--- src/rtl/alu_pipe_pkg.sv ---
// rtl/alu_pipe_pkg.sv - shared encodings and widths for the ALU pipeline
package alu_pipe_pkg;

  localparam int IN_W  = 5;
  localparam int OUT_W = IN_W + 1;

  typedef enum logic [1:0] {
    MODE_A    = 2'd0,
    MODE_B01  = 2'd1,
    MODE_B11  = 2'd2,
    MODE_RSVD = 2'd3
  } OP_MODE_t;

  typedef enum logic {
    ALU_OFF = 1'b0,
    ALU_ON  = 1'b1
  } ALU_EN_STATE_t;

  typedef enum logic [2:0] {
    A_ADD  = 3'd0,
    A_SUB  = 3'd1,
    A_XOR  = 3'd2,
    A_AND1 = 3'd3,
    A_AND2 = 3'd4,
    A_OR   = 3'd5,
    A_XNOR = 3'd6,
    A_NULL = 3'd7
  } OP_A_t;

  // ADD1/ADD2 add their constant to operand a.
  typedef enum logic [1:0] {
    B01_NAND = 2'd0,
    B01_ADD1 = 2'd1,
    B01_ADD2 = 2'd2,
    B01_NULL = 2'd3
  } OP_B01_t;

  typedef enum logic [1:0] {
    B11_XOR     = 2'd0,
    B11_XNOR    = 2'd1,
    B11_A_SUB_1 = 2'd2,
    B11_B_ADD_2 = 2'd3
  } OP_B11_t;

  typedef enum logic [1:0] {
    ST_EMPTY = 2'd0,
    ST_ONE   = 2'd1,
    ST_FULL  = 2'd2
  } buf_state_t;

endpackage

--- src/rtl/alu_compute.sv ---
// rtl/alu_compute.sv - combinational result arithmetic for one command
module alu_compute
  import alu_pipe_pkg::*;
#(
  parameter int INPUT_WIDTH  = IN_W,
  parameter int OUTPUT_WIDTH = INPUT_WIDTH + 1
) (
  input  OP_MODE_t                op_mode_i,
  input  logic [2:0]              a_op_i,
  input  logic [1:0]              b_op_i,
  input  logic [INPUT_WIDTH-1:0]  a_i,
  input  logic [INPUT_WIDTH-1:0]  b_i,
  output logic [OUTPUT_WIDTH-1:0] result_o,
  output logic                    mode_err_o,
  output logic                    null_o
);

  localparam logic [OUTPUT_WIDTH-1:0] K1 = OUTPUT_WIDTH'(1);
  localparam logic [OUTPUT_WIDTH-1:0] K2 = OUTPUT_WIDTH'(2);

  logic [OUTPUT_WIDTH-1:0] sa, sb, za, zb;

  // Arithmetic uses sign-extended operands, logic ops zero-extended ones.
  assign sa = {a_i[INPUT_WIDTH-1], a_i};
  assign sb = {b_i[INPUT_WIDTH-1], b_i};
  assign za = {1'b0, a_i};
  assign zb = {1'b0, b_i};

  always_comb begin
    result_o   = '0;
    mode_err_o = 1'b0;
    null_o     = 1'b0;
    case (op_mode_i)
      MODE_A: begin
        case (OP_A_t'(a_op_i))
          A_ADD:          result_o = sa + sb;
          A_SUB:          result_o = sa - sb;
          A_XOR:          result_o = za ^ zb;
          A_AND1, A_AND2: result_o = za & zb;
          A_OR:           result_o = za | zb;
          A_XNOR:         result_o = ~(za ^ zb);
          default:        null_o   = 1'b1;
        endcase
      end
      MODE_B01: begin
        case (OP_B01_t'(b_op_i))
          B01_NAND: result_o = ~(za & zb);
          B01_ADD1: result_o = sa + K1;
          B01_ADD2: result_o = sa + K2;
          default:  null_o   = 1'b1;
        endcase
      end
      MODE_B11: begin
        case (OP_B11_t'(b_op_i))
          B11_XOR:     result_o = za ^ zb;
          B11_XNOR:    result_o = ~(za ^ zb);
          B11_A_SUB_1: result_o = sa - K1;
          default:     result_o = sb + K2;
        endcase
      end
      default: mode_err_o = 1'b1;
    endcase
  end

endmodule

--- src/rtl/alu_pipe.sv ---
// rtl/alu_pipe.sv - ALU with registered command handshake and 2-entry result buffer
module alu_pipe
  import alu_pipe_pkg::*;
#(
  parameter int INPUT_WIDTH  = IN_W,
  parameter int OUTPUT_WIDTH = OUT_W
) (
  input  logic                           clk,
  input  logic                           rst_an,
  input  logic                           alu_en,
  input  logic [1:0]                     op_mode,
  input  logic [2:0]                     a_op,
  input  logic [1:0]                     b_op,
  input  logic signed [INPUT_WIDTH-1:0]  a,
  input  logic signed [INPUT_WIDTH-1:0]  b,
  input  logic                           in_valid,
  output logic                           in_ready,
  output logic                           out_valid,
  input  logic                           out_ready,
  output logic signed [OUTPUT_WIDTH-1:0] result,
  output logic                           mode_err,
  output logic [7:0]                     null_cnt
);

  buf_state_t              state_q;
  logic                    in_ready_q, out_valid_q;
  logic [OUTPUT_WIDTH-1:0] res0_q, res1_q, last_result_q;
  logic                    err0_q, err1_q;
  logic [7:0]              null_cnt_q;

  logic [OUTPUT_WIDTH-1:0] calc_res;
  logic                    calc_err, calc_null;
  logic [OUTPUT_WIDTH-1:0] entry_res_d;
  logic                    entry_err_d;
  logic                    alu_on, accept, pop;

  alu_compute #(
    .INPUT_WIDTH  (INPUT_WIDTH),
    .OUTPUT_WIDTH (OUTPUT_WIDTH)
  ) u_compute (
    .op_mode_i  (OP_MODE_t'(op_mode)),
    .a_op_i     (a_op),
    .b_op_i     (b_op),
    .a_i        (a),
    .b_i        (b),
    .result_o   (calc_res),
    .mode_err_o (calc_err),
    .null_o     (calc_null)
  );

  assign alu_on      = (ALU_EN_STATE_t'(alu_en) == ALU_ON);
  assign accept      = in_valid && in_ready_q;
  assign pop         = out_valid_q && out_ready;
  // A disabled ALU replays the last enabled result instead of computing.
  assign entry_res_d = alu_on ? calc_res : last_result_q;
  assign entry_err_d = calc_err;

  always_ff @(posedge clk or negedge rst_an) begin
    if (!rst_an) begin
      state_q       <= ST_EMPTY;
      in_ready_q    <= 1'b0;
      out_valid_q   <= 1'b0;
      res0_q        <= '0;
      res1_q        <= '0;
      err0_q        <= 1'b0;
      err1_q        <= 1'b0;
      last_result_q <= '0;
      null_cnt_q    <= '0;
    end else begin
      if (accept && alu_on) begin
        last_result_q <= calc_res;
        if (calc_null && (null_cnt_q != 8'hFF)) null_cnt_q <= null_cnt_q + 8'd1;
      end
      in_ready_q <= 1'b1;
      case (state_q)
        ST_EMPTY: begin
          if (accept) begin
            res0_q      <= entry_res_d;
            err0_q      <= entry_err_d;
            out_valid_q <= 1'b1;
            state_q     <= ST_ONE;
          end
        end
        ST_ONE: begin
          if (accept && pop) begin
            res0_q <= entry_res_d;
            err0_q <= entry_err_d;
          end else if (accept) begin
            res1_q     <= entry_res_d;
            err1_q     <= entry_err_d;
            in_ready_q <= 1'b0;
            state_q    <= ST_FULL;
          end else if (pop) begin
            out_valid_q <= 1'b0;
            state_q     <= ST_EMPTY;
          end
        end
        ST_FULL: begin
          if (pop) begin
            res0_q  <= res1_q;
            err0_q  <= err1_q;
            state_q <= ST_ONE;
          end else begin
            in_ready_q <= 1'b0;
          end
        end
        default: begin
          out_valid_q <= 1'b0;
          state_q     <= ST_EMPTY;
        end
      endcase
    end
  end

  assign in_ready  = in_ready_q;
  assign out_valid = out_valid_q;
  assign result    = signed'(res0_q);
  assign mode_err  = err0_q;
  assign null_cnt  = null_cnt_q;

endmodule

--- config.mk ---
export PLATFORM = sky130hd
export DESIGN_NAME = alu_pipe
export DESIGN_NICKNAME = d
export VERILOG_FILES = /design/src/rtl/alu_pipe_pkg.sv /design/src/rtl/alu_compute.sv /design/src/rtl/alu_pipe.sv
export SDC_FILE = /design/constraint.sdc
export NUM_CORES = 1
export LEC_CHECK = 0
export CAP_MARGIN = 5
export CORE_UTILIZATION = 38
export DETAILED_ROUTE_END_ITERATION = 10
export GPL_ROUTABILITY_DRIVEN = 0
export PLACE_DENSITY = 0.61
export SLEW_MARGIN = 5
export SYNTH_ARGS = -nofsm -noshare
export SYNTH_HDL_FRONTEND = slang
export SYNTH_SLANG_ARGS = --single-unit
--- constraint.sdc ---
create_clock -name clk -period 3.9 [get_ports clk]
set_input_delay 0.585 -clock clk [delete_from_list [all_inputs] [get_ports clk]]
set_output_delay 0.585 -clock clk [all_outputs]
set_load 0.005 [all_outputs]
-- Yosys cells after proc, flatten, opt, wreduce, memory -nomap -nowiden
Index checks and enable logic that the tools add are counted.
- mux-type cells: 32
- equal/unequal tests: 20
- bitwise gates (word level): 7
- reduce and logical (&&, ||, !) cells: 19
- add/sub/neg operators: 7
- operators by type and width (cell ; number):
    one-hot mux 6 bit (3 select lines) ; 4
    one-hot mux 6 bit (6 select lines) ; 1
    2-to-1 mux 6 bit ; 4
    2-to-1 mux 1 bit ; 13
    adder 5 x 3 -> 6 bit, second input constant ; 2
    != test 2 bit, second input constant ; 6
    inverter 6 bit ; 2
    2-to-1 mux 2 bit ; 5
    equality test 3 bit, second input constant ; 3
    adder 8 x 1 -> 8 bit, second input constant ; 1
    != test 8 bit, second input constant ; 1
    AND reduction 4 bit ; 2
    OR reduction 7 bit ; 1
    adder 5 x 2 -> 6 bit, second input constant ; 1
    adder 5 x 5 -> 6 bit ; 1
    equality test 2 x 1 -> 1 bit, second input constant ; 3
    equality test 2 bit, second input constant ; 3
    equality test 3 x 2 -> 1 bit, second input constant ; 2
    zero test 2 bit ; 3
    one-hot mux 1 bit (3 select lines) ; 2
    one-hot mux 2 bit (3 select lines) ; 1
    OR reduction 3 bit ; 2
    subtractor 5 x 2 -> 6 bit, second input constant ; 1
    subtractor 5 x 5 -> 6 bit ; 1
    14 further kinds ; 20
- input bits: 22
- register bits after elaboration: 32
- logic and storage cells: 94
- output and inout port bits: 17

-- Longest topological paths before layout
Gate-level depths: netlist of run 1.
- depth after elaboration: 7
- gate-level depth with buffers: 12
- depth with buffers taken out: 12

-- Cells and area by module
From an unflattened synthesis of run 1, not the netlist that was laid out.
- cells, all modules: 338
- area, all modules: 2959.1 um2
- modules (own cells, without submodules) (module ; times used ; area each (um2) ; sequential area each (um2) ; cells each):
    alu_pipe ; 1 ; 1570.3 ; 800.8 ; 136
    alu_compute ; 1 ; 1388.8 ; 0.0 ; 202

-- Worst setup path before layout of run 1
Ideal clock, no wire load.
- path kind: input to register
- start point: in a_op[1]
- end point: reg res0_q[4], in the netlist result[4]
- arrival time: 2.829 ns
- slack: 0.960 ns
- library setup time: 0.110 ns
- buffers on the path: 1
- stages on the path: 11
- data required time: 3.790 ns
- cells stage by stage: buf_2 > or3b_4 > mux2i_1 > fa_1 > a21o_1 > a21oi_1 > xnor2_1 > a22oi_1 > and3_1 > and2_1 > o41ai_1
- cells in the longest elaborated chain, start to end: 7
- elaborated cells between the ends (all ways): 14
- classes of those cells: eq/ne: 6; mux: 6; reduce/logical: 2
- RTL lines (what ; line ; source):
    from (decl) ; alu_pipe.sv:12 ; input logic [2:0] a_op,
    equality test 3 x 2 -> 1 bit / equality test 3 bit (equally long branches) ; alu_compute.sv:35 ; case (OP_A_t'(a_op_i))
    OR reduction 2 bit ; - ;
    one-hot mux 6 bit (6 select lines) (*) ; alu_compute.sv:35 ;
    one-hot mux 6 bit (3 select lines) (*) ; alu_compute.sv:33 ; case (op_mode_i)
    2-to-1 mux 6 bit (*) ; alu_pipe.sv:55 ; assign entry_res_d = alu_on ? calc_res : last_result_q;
    2-to-1 mux 6 bit (on tied branches) ; alu_pipe.sv:85, alu_pipe.sv:77 ;
    one-hot mux 6 bit (3 select lines) (*) ; alu_pipe.sv:75 ; case (state_q)
    to (signal assigned) ; alu_pipe.sv:78 ; res0_q <= entry_res_d;
    to (signal assigned) ; alu_pipe.sv:86 ; res0_q <= entry_res_d;
    to (signal assigned) ; alu_pipe.sv:100 ; res0_q <= res1_q;
    to (decl) ; alu_pipe.sv:27 ; logic [OUTPUT_WIDTH-1:0] res0_q, res1_q, last_result_q;
Mark *: on every way between the ends. The rest lies on a longest branch, timed or not. The select of a mux whose other input is x is not followed.
A chain may end at the register's enable or synchronous reset.

-- Worst setup path after layout of run 1
- start point: in b[0]
- end point: reg res0_q[4], in the netlist result[4]
- cells in the longest elaborated chain, start to end: 6
- elaborated cells between the ends (all ways): 10
- classes of those cells: add/sub: 3; mux: 7
- RTL lines (what ; line ; source):
    from (decl) ; alu_pipe.sv:15 ; input logic signed [INPUT_WIDTH-1:0] b,
    subtractor 5 x 5 -> 6 bit, or another cell as far along ; alu_compute.sv:37 ; A_SUB: result_o = sa - sb;
    one-hot mux 6 bit (6 select lines) / one-hot mux 6 bit (3 select lines) (equally long branches) ; alu_compute.sv:35, alu_compute.sv:54 ;
    one-hot mux 6 bit (3 select lines) (*) ; alu_compute.sv:33 ;
    2-to-1 mux 6 bit (*) ; alu_pipe.sv:55 ;
    2-to-1 mux 6 bit (on tied branches) ; alu_pipe.sv:85, alu_pipe.sv:77 ;
    one-hot mux 6 bit (3 select lines) (*) ; alu_pipe.sv:75 ;
Marks and branches as above.

==> results of run 1 <==
[logic make-up (layout without fill, tap and decap cells)]
logic type	Yosys count	in the layout
AO/OA/AOI/OAI	105	105
AND/OR/NAND/NOR	101	101
flip-flops	32	32
XOR/XNOR	28	28
multiplexers	9	9
adder cells (fa/ha/maj)	30	30
buffers and inverters	35	74
[tightest hold or removal path: stages, from the launching register on]
cell and delay [ns]:
dfrtp_1 0.34, nand2_1 0.05, o31ai_1 0.05
[per-layer routing]
layer  vias up  global-route usage
li1       1314                   -
met1      1193               0.259
met2        70               0.320
met3        14              0.0336
met4         0              0.0660
met5         -                   0
[power breakdown]
group,switching [mW],internal [mW],total (mW)
combinational,0.387,0.341,0.728
clock,0.111,0.121,0.232
sequential,0.0836,0.457,0.540
[metrics by stage]
step | hold WS, ns | cell area (µm²)
finish | 0.470 | 3440
global route | 0.486 | 3440
CTS | 0.474 | 3440
floorplan | 0.289 | 2860
detailed placement | 0.460 | 3360
global placement | 0.456 | 3360
[cells in the mapped netlist (all sizes together), types with 2 or more instances]
master and number:
a221o 3, nand2 33, xnor2 18, and3 7, a211oi 5, inv 21, nor2 23, o21a 3
and2 3, buf 6, nand3 10, dfrtp 32, a21o 4, mux2i 7, o31ai 6, nor3b 2
a211o 3, xor2 10, nor2b 2, o22ai 5, clkbuf 8, a21oi 24, nand4 2, a2111oi 2
nor3 4, a311oi 2, a22oi 2, a31oi 5, o41ai 5, or3 2, a32o 2, ha 28
nand2b 8, mux2 2, nand3b 2, o211ai 4, o21ai 26
[layout make-up]
type	instances	share of cell area
multi-input cells	273	0.558
clock inverters	1	0.00145
repair buffers	46	0.128
flip-flops and latches	32	0.233
inverters	21	0.0229
well taps	99	0.0360
clock buffers	6	0.0211
[worst max path at each step]
stage / startpoint / slack, ns / end
floorplan: a_op[1] / 0.96 / result[4]
CTS: b[0] / 0.69 / result[4]
detailed placement: b[0] / 0.40 / result[3]
global placement: a_op[0] / 0.48 / result[4]
finish: b[0] / 0.71 / result[4]
global route: b[0] / 0.44 / result[4]
[sequential cells by signal (all words and copies together), names as in the netlist]
signal         count
null_cnt           8
last_result_q      6
res1_q             6
result             6
state_q            2
err1_q             1
in_ready           1
mode_err           1
out_valid          1
==> results.md, run 1 <==
- Root buffer cell: clkbuf_8
- Fin crit period: 3.19 ns
- Residual DRC: 0
- CP delay by family, top: compound AO/OA/AOI/OAI gates
- Share of layout cells above drive strength 1: 0.0607
- Post-synthesis cell type count: between 50 and 60
- Reg2reg end: result[4]
- R2r startpoint: state_q[0]
- Multi-input logic area: 0.00192 mm²
- Seq cells post-synth: 32
- Setup TNS: 0 ns
- Final Util: 0.475
- Async S/R FF share, synth: 1.00
- Worst-path fanout max: 6
- Post-CTS Setup Bufs: 0
- Mapped Nets: 391
- Cell Count Post-Placement: 471
- Worst setup EP type: register
- CP Class: input pin to register
- Final Power: 1.50 mW
- Mux cell area share after synthesis: 0.0323
- Num CTS Buffers: 5
- First-pass GRT wire length: around 12000 µm
- Largest buffer count on any clock path: 2
- Port Buffers: 38
- Top-area cell type share of the netlist area: 0.280
- CTS H-Tree Depth: 2
- Post-synth EDFFs: 0
- Die Y-Extent: ~90 µm
- Post-Syn Area: 0.00286 mm²
- Nets: 430
- Top post-synthesis cells by area: dfrtp_1 28%, ha_1 12%, xnor2_1 5.5%
- Max incr delay on CP: 0.57 ns
- Initial Utilization: 0.395
- Final WL: roughly 7000 µm
- Final HPWL DP: about 5500 µm
- Period utilisation layout: 0.818
- Register Area: approximately 800 µm²
- Clk_skew: 0.00464 ns
- Status: completed
- Max-slew violation count: 0
- Leakage Power: 1.52 nW
- DIE AREA: 0.00788 mm²
- Commonest non-fill, non-tap cells in the layout: 38 x clkdlybuf4s50_1, 33 x nand2_1, 32 x dfrtp_1
- F_max: roughly 0.31 GHz
- R2r setup slk: 1.56 ns
- Sequential cell area fraction in the yosys report: 0.280
- Total track usage: 0.195
- Max_cap viols: 0
- Most common cell after layout, fill and taps aside: clkdlybuf4s50_1
- GRT overflow: 0
- Die width: a little under 90 µm
- Pre-CTS setup slack: 0.401 ns
- Worst-path clk slew: 0.06 ns
- Unrepaired setup endpoints after global routing: false
- Metal2 WL: 3330 µm
- Synth Flop Type: dfrtp_1
- WL met3: 279 µm
- Hold Crit Start: res1_q[1]
- Synth Area in Adders: 0.133
- Crit path max-delay cell type: clkdlybuf4s50_1
- HP Class: register to register
- Post-synthesis simple-gate area fraction: 0.175
- Cells after Synth: 340
- Vias: 2591
- Drt pass-1 iters: 4
- Dominant cell type by area after synthesis: dfrtp_1
- Vias per cell: between 5 and 6
- Fin cells: 478
- Top Metal Used: met4
- Antenna viol nets, final: 0
- Hold Path Sink: res1_q[1]
- Slew margin rel.: 0.427
- Clock Latency Late Sink: roughly 0.27 ns
- Hold Vio Cnt, Final: 0
- CTS Sinks: 32
- Worst Max-Slew Pin Slew: 0.853 ns
- Maximum number of pins on one net before global-route repair: 33
- Cell Pwr Density: between 400 and 500 mW/mm²
- Number of global-route vias before repair: 2442
- IO Count: 39
- CTS tree: done
- Max rail drop VDD: 0.194 mV
- Post-Syn Area per Cell: 8.42 µm²
- Synth Area in Compound Gates: 0.245
- Area Overhead vs Synth: 20.2%
- Register-to-Register Path Depth: 8
- Initial drt markers: 77
- Worst path required time: about 4 ns
- Core ar.: about 0.0073 mm²
- FP Rows: 31
- Ant diodes: 0
- CTS resizes: 0
- Yosys warns: 0
- Crit-path cells: clkdlybuf4s50_1 -> inv_1 -> ha_1 -> mux2i_1 -> fa_1 -> a21o_1 -> a21oi_1 -> xnor2_1 -> a22oi_1 -> and3_1 -> and2_1 -> o41ai_1
- Hold-fix buffers, CTS: 0
- CP Launch Type: input pin
- CP Depth: 12
- WL met1: 3250 µm
- Setup violators final: 0
- Largest family of logic cells by synthesized area: compound AO/OA/AOI/OAI gates
- Post-synthesis xor/xnor area fraction: 0.0857
- Worst path bufs/invs: 2
- Final worst slack: 0.710 ns
- Hold Crit Depth: 2
- Fill cells: 734
- Per-cell routed wire length: 14.6 µm
- Initial antenna violation count: 0
- Worst Path Arrival: 3.36 ns
Power figures use the tool's default switching activity.
==> inputs of run 2 (changes only) <==
- clock period: 3.9 -> 3 ns (I/O delays scaled with it)
==> run 2 against run 1 <==
Against the previous run: power rose by 39%; critical endpoint is now res1_q[3]; die area unchanged; sequential cell count stayed put; core utilization increased by 3.7 points; register-to-register slack lost 0.77 ns; critical path type unchanged; sequential share of layout area down 1.7 points; sequential power is 31% higher; hold slack improved by 0.0016 ns; clock skew grew 0.0024 ns; final cell count grew 5.6%.
==> results.md, run 2 (same netlist as run 1, synthesis figures left out) <==
- Total track usage: 0.203 (+0.00833)
- Power share of the combinational group: 0.496 (+0.011)
- Final HPWL DP: 5790 µm (+5.7%)
- CP Class: input pin to register
- Cell Pwr Density: 561 mW/mm² (+29%)
- Maximum number of pins on one net before global-route repair: 33 (unchanged)
- Fill cells: 718 (-2.2%)
- Core ar.: 0.00725 mm² (unchanged)
- Max-slew violation count: 0 (unchanged)
- Largest buffer count on any clock path: 2 (unchanged)
- Status: completed
- Number of global-route vias before repair: 2637 (+8.0%)
- Max incr delay on CP: 0.47 ns (-0.10 ns)
- Antenna viol nets, final: 0 (unchanged)
- Vias per cell: 5.35 (-1.3%)
- Crit path max-delay cell type: clkdlybuf4s50_1
- Final Power: 2.08 mW (+39%)
- IO Count: 39 (unchanged)
- F_max: 0.345 GHz
- CTS Sinks: 32 (unchanged)
- Sequential power share: 0.339 (-0.021)
- Fin crit period: between 2 and 3 ns
- R2r setup slk: 0.79 ns (-0.77 ns)
- Clk_skew: 0.00705 ns (+0.00241 ns)
- CP endpoint: res1_q[3]
- Register-to-Register Path Depth: 6 (-2)
- Cell area after layout: 0.00371 mm² (+7.7%)
- Switching power: 822 µW (+41%)
- Area Overhead vs Synth: 29.5%
- Drt pass-1 iters: 4 (unchanged)
- Share of layout cells above drive strength 1: 0.155 (+0.0945)
- Cell Count Post-Placement: 493 (+4.7%)
- Placed Area: 0.00353 mm² (+4.9%)
- CTS tree: done
- Reg2reg end: result[0]
- Crit-path cells: clkdlybuf4s50_1 -> or3b_4 -> buf_4 -> o21ai_0 -> xnor2_1 -> ha_1 -> xor2_1 -> a221o_1 -> a211o_1 -> mux2i_2 -> o21ai_1
- Per-cell routed wire length: 14.9 µm (+1.9%)
- Worst setup EP type: register
- First-pass GRT wire length: 12300 µm (+4.6%)
- Vias: 2703 (+4.3%)
- Clock Latency Late Sink: 0.29 ns (+0.02 ns)
- Initial antenna violation count: 0 (unchanged)
- WHS: 0.472 ns (+0.00161 ns)
- Worst Path Arrival: 3.05 ns (-0.31 ns)
- Fin cells: 505 (+5.6%)
- Most common cell after layout, fill and taps aside: clkdlybuf4s50_1
- Worst-path fanout max: 3 (-3)
- Nets: 456 (+6.0%)
- Share of power burned in the clock network: 0.165 (+0.010)
- Root buffer cell: clkbuf_8
- Pre-CTS setup slack: -0.357 ns (-0.758 ns)
- Initial Utilization: 0.395 (unchanged)
- GRT overflow: 0 (unchanged)
- Commonest non-fill, non-tap cells in the layout: 38 x clkdlybuf4s50_1, 33 x nand2_1, 32 x dfrtp_1, 32 x buf_4, 27 x ha_1
- Pint: 1.26 mW (+37%)
- Residual DRC: 0 (unchanged)
- Final WL: 7530 µm (+7.6%)
- Switch share: 0.395 (+0.00726)
- Max reg flops: 8 (unchanged)
- Setup violators final: 0 (unchanged)
- Worst Max-Slew Pin Slew: 0.579 ns (-0.274 ns)
- HP Class: register to register
- Final Util: 0.511 (+0.0367)
- WL met1: 3390 µm (+4.2%)
- Final worst slack: 0.0993 ns (-0.611 ns)
- Metal2 WL: 3630 µm (+9.2%)
- Setup TNS: 0 ns (unchanged)
- Worst path required time: 3.15 ns (-0.92 ns)
- Max_cap viols: 0 (unchanged)
- DIE AREA: 0.00788 mm² (unchanged)
- R2r startpoint: state_q[0]
- Initial drt markers: 115 (+49%)
- Period utilisation layout: 0.967
- CP Launch Type: input pin
- Max rail drop VDD: 0.283 mV (+46%)
- Hold-fix buffers, CTS: 0 (unchanged)
- Die Y-Extent: 88.8 µm (unchanged)
- Slew margin rel.: 0.614 (+0.187)
- FP Rows: 31 (unchanged)
- Ant diodes: 0 (unchanged)
- WL met3: 318 µm (+14%)
- Worst-path clk slew: 0.07 ns (about the same)
- Hold Vio Cnt, Final: 0 (unchanged)
- Leakage Power: 1.65 nW (+8.6%)
- Worst Setup SP: a_op[0]
- CTS H-Tree Depth: 2 (unchanged)
- Die width: 88.8 µm (unchanged)
- Top Metal Used: met4
- Num CTS Buffers: 5 (unchanged)
- Port Buffers: 38 (unchanged)
==> run 2: worst min-delay path by stage <==
stage,start,end,slack (ns),cells after the start
3_5_place_dp,res1_q[4],res1_q[4],0.46,2
5_1_grt,res1_q[1],res1_q[1],0.50,2
2_1_floorplan,rst_an,err1_q,0.15,0
3_3_place_gp,res1_q[5],res1_q[5],0.45,2
6_report,res1_q[1],res1_q[1],0.47,2
4_1_cts,res1_q[4],res1_q[4],0.48,2
==> run 2: cell type report <==
cell class	count	area [µm²]	share of cell area
multi-input combinational	273	1970	0.531
tap	99	124	0.0334
inverter	21	78.8	0.0213
timing repair buffer	72	643	0.173
sequential	32	801	0.216
clock inverter	3	23.8	0.00641
clock buffer	5	68.8	0.0186
==> run 2: worst max-delay path: cells and delay by family <==
family,cells,cell delay (ns)
adder cells (fa/ha/maj),1,0.30
XOR/XNOR,2,0.34
AND/OR/NAND/NOR,1,0.39
AO/OA/AOI/OAI,4,0.79
buffers and inverters,2,0.62
multiplexers,1,0.18
==> run 2: repair_timing <==
item | 4_1_cts | 5_1_grt
gates resized for setup | 1 | 13
setup buffers | 0 | 4
setup endpoints to repair | 1 | 9
cloned | 0 | 0
pin swaps | 0 | 9
==> run 2: metal layers <==
metal | global-route usage | vias to the layer above
li1 | - | 1368
met1 | 0.261 | 1248
met2 | 0.343 | 73
met3 | 0.0317 | 14
met4 | 0.0777 | 0
met5 | 0 | -
==> run 2: power groups by stage <==
stage	clock [mW]	combinational, mW	sequential [mW]
finish	0.343	1.03	0.705
global placement	0	0.978	0.706
floorplan	0	0.609	0.695
CTS	0.352	1.01	0.705
global route	0.369	1.16	0.727
detailed placement	0	0.993	0.713
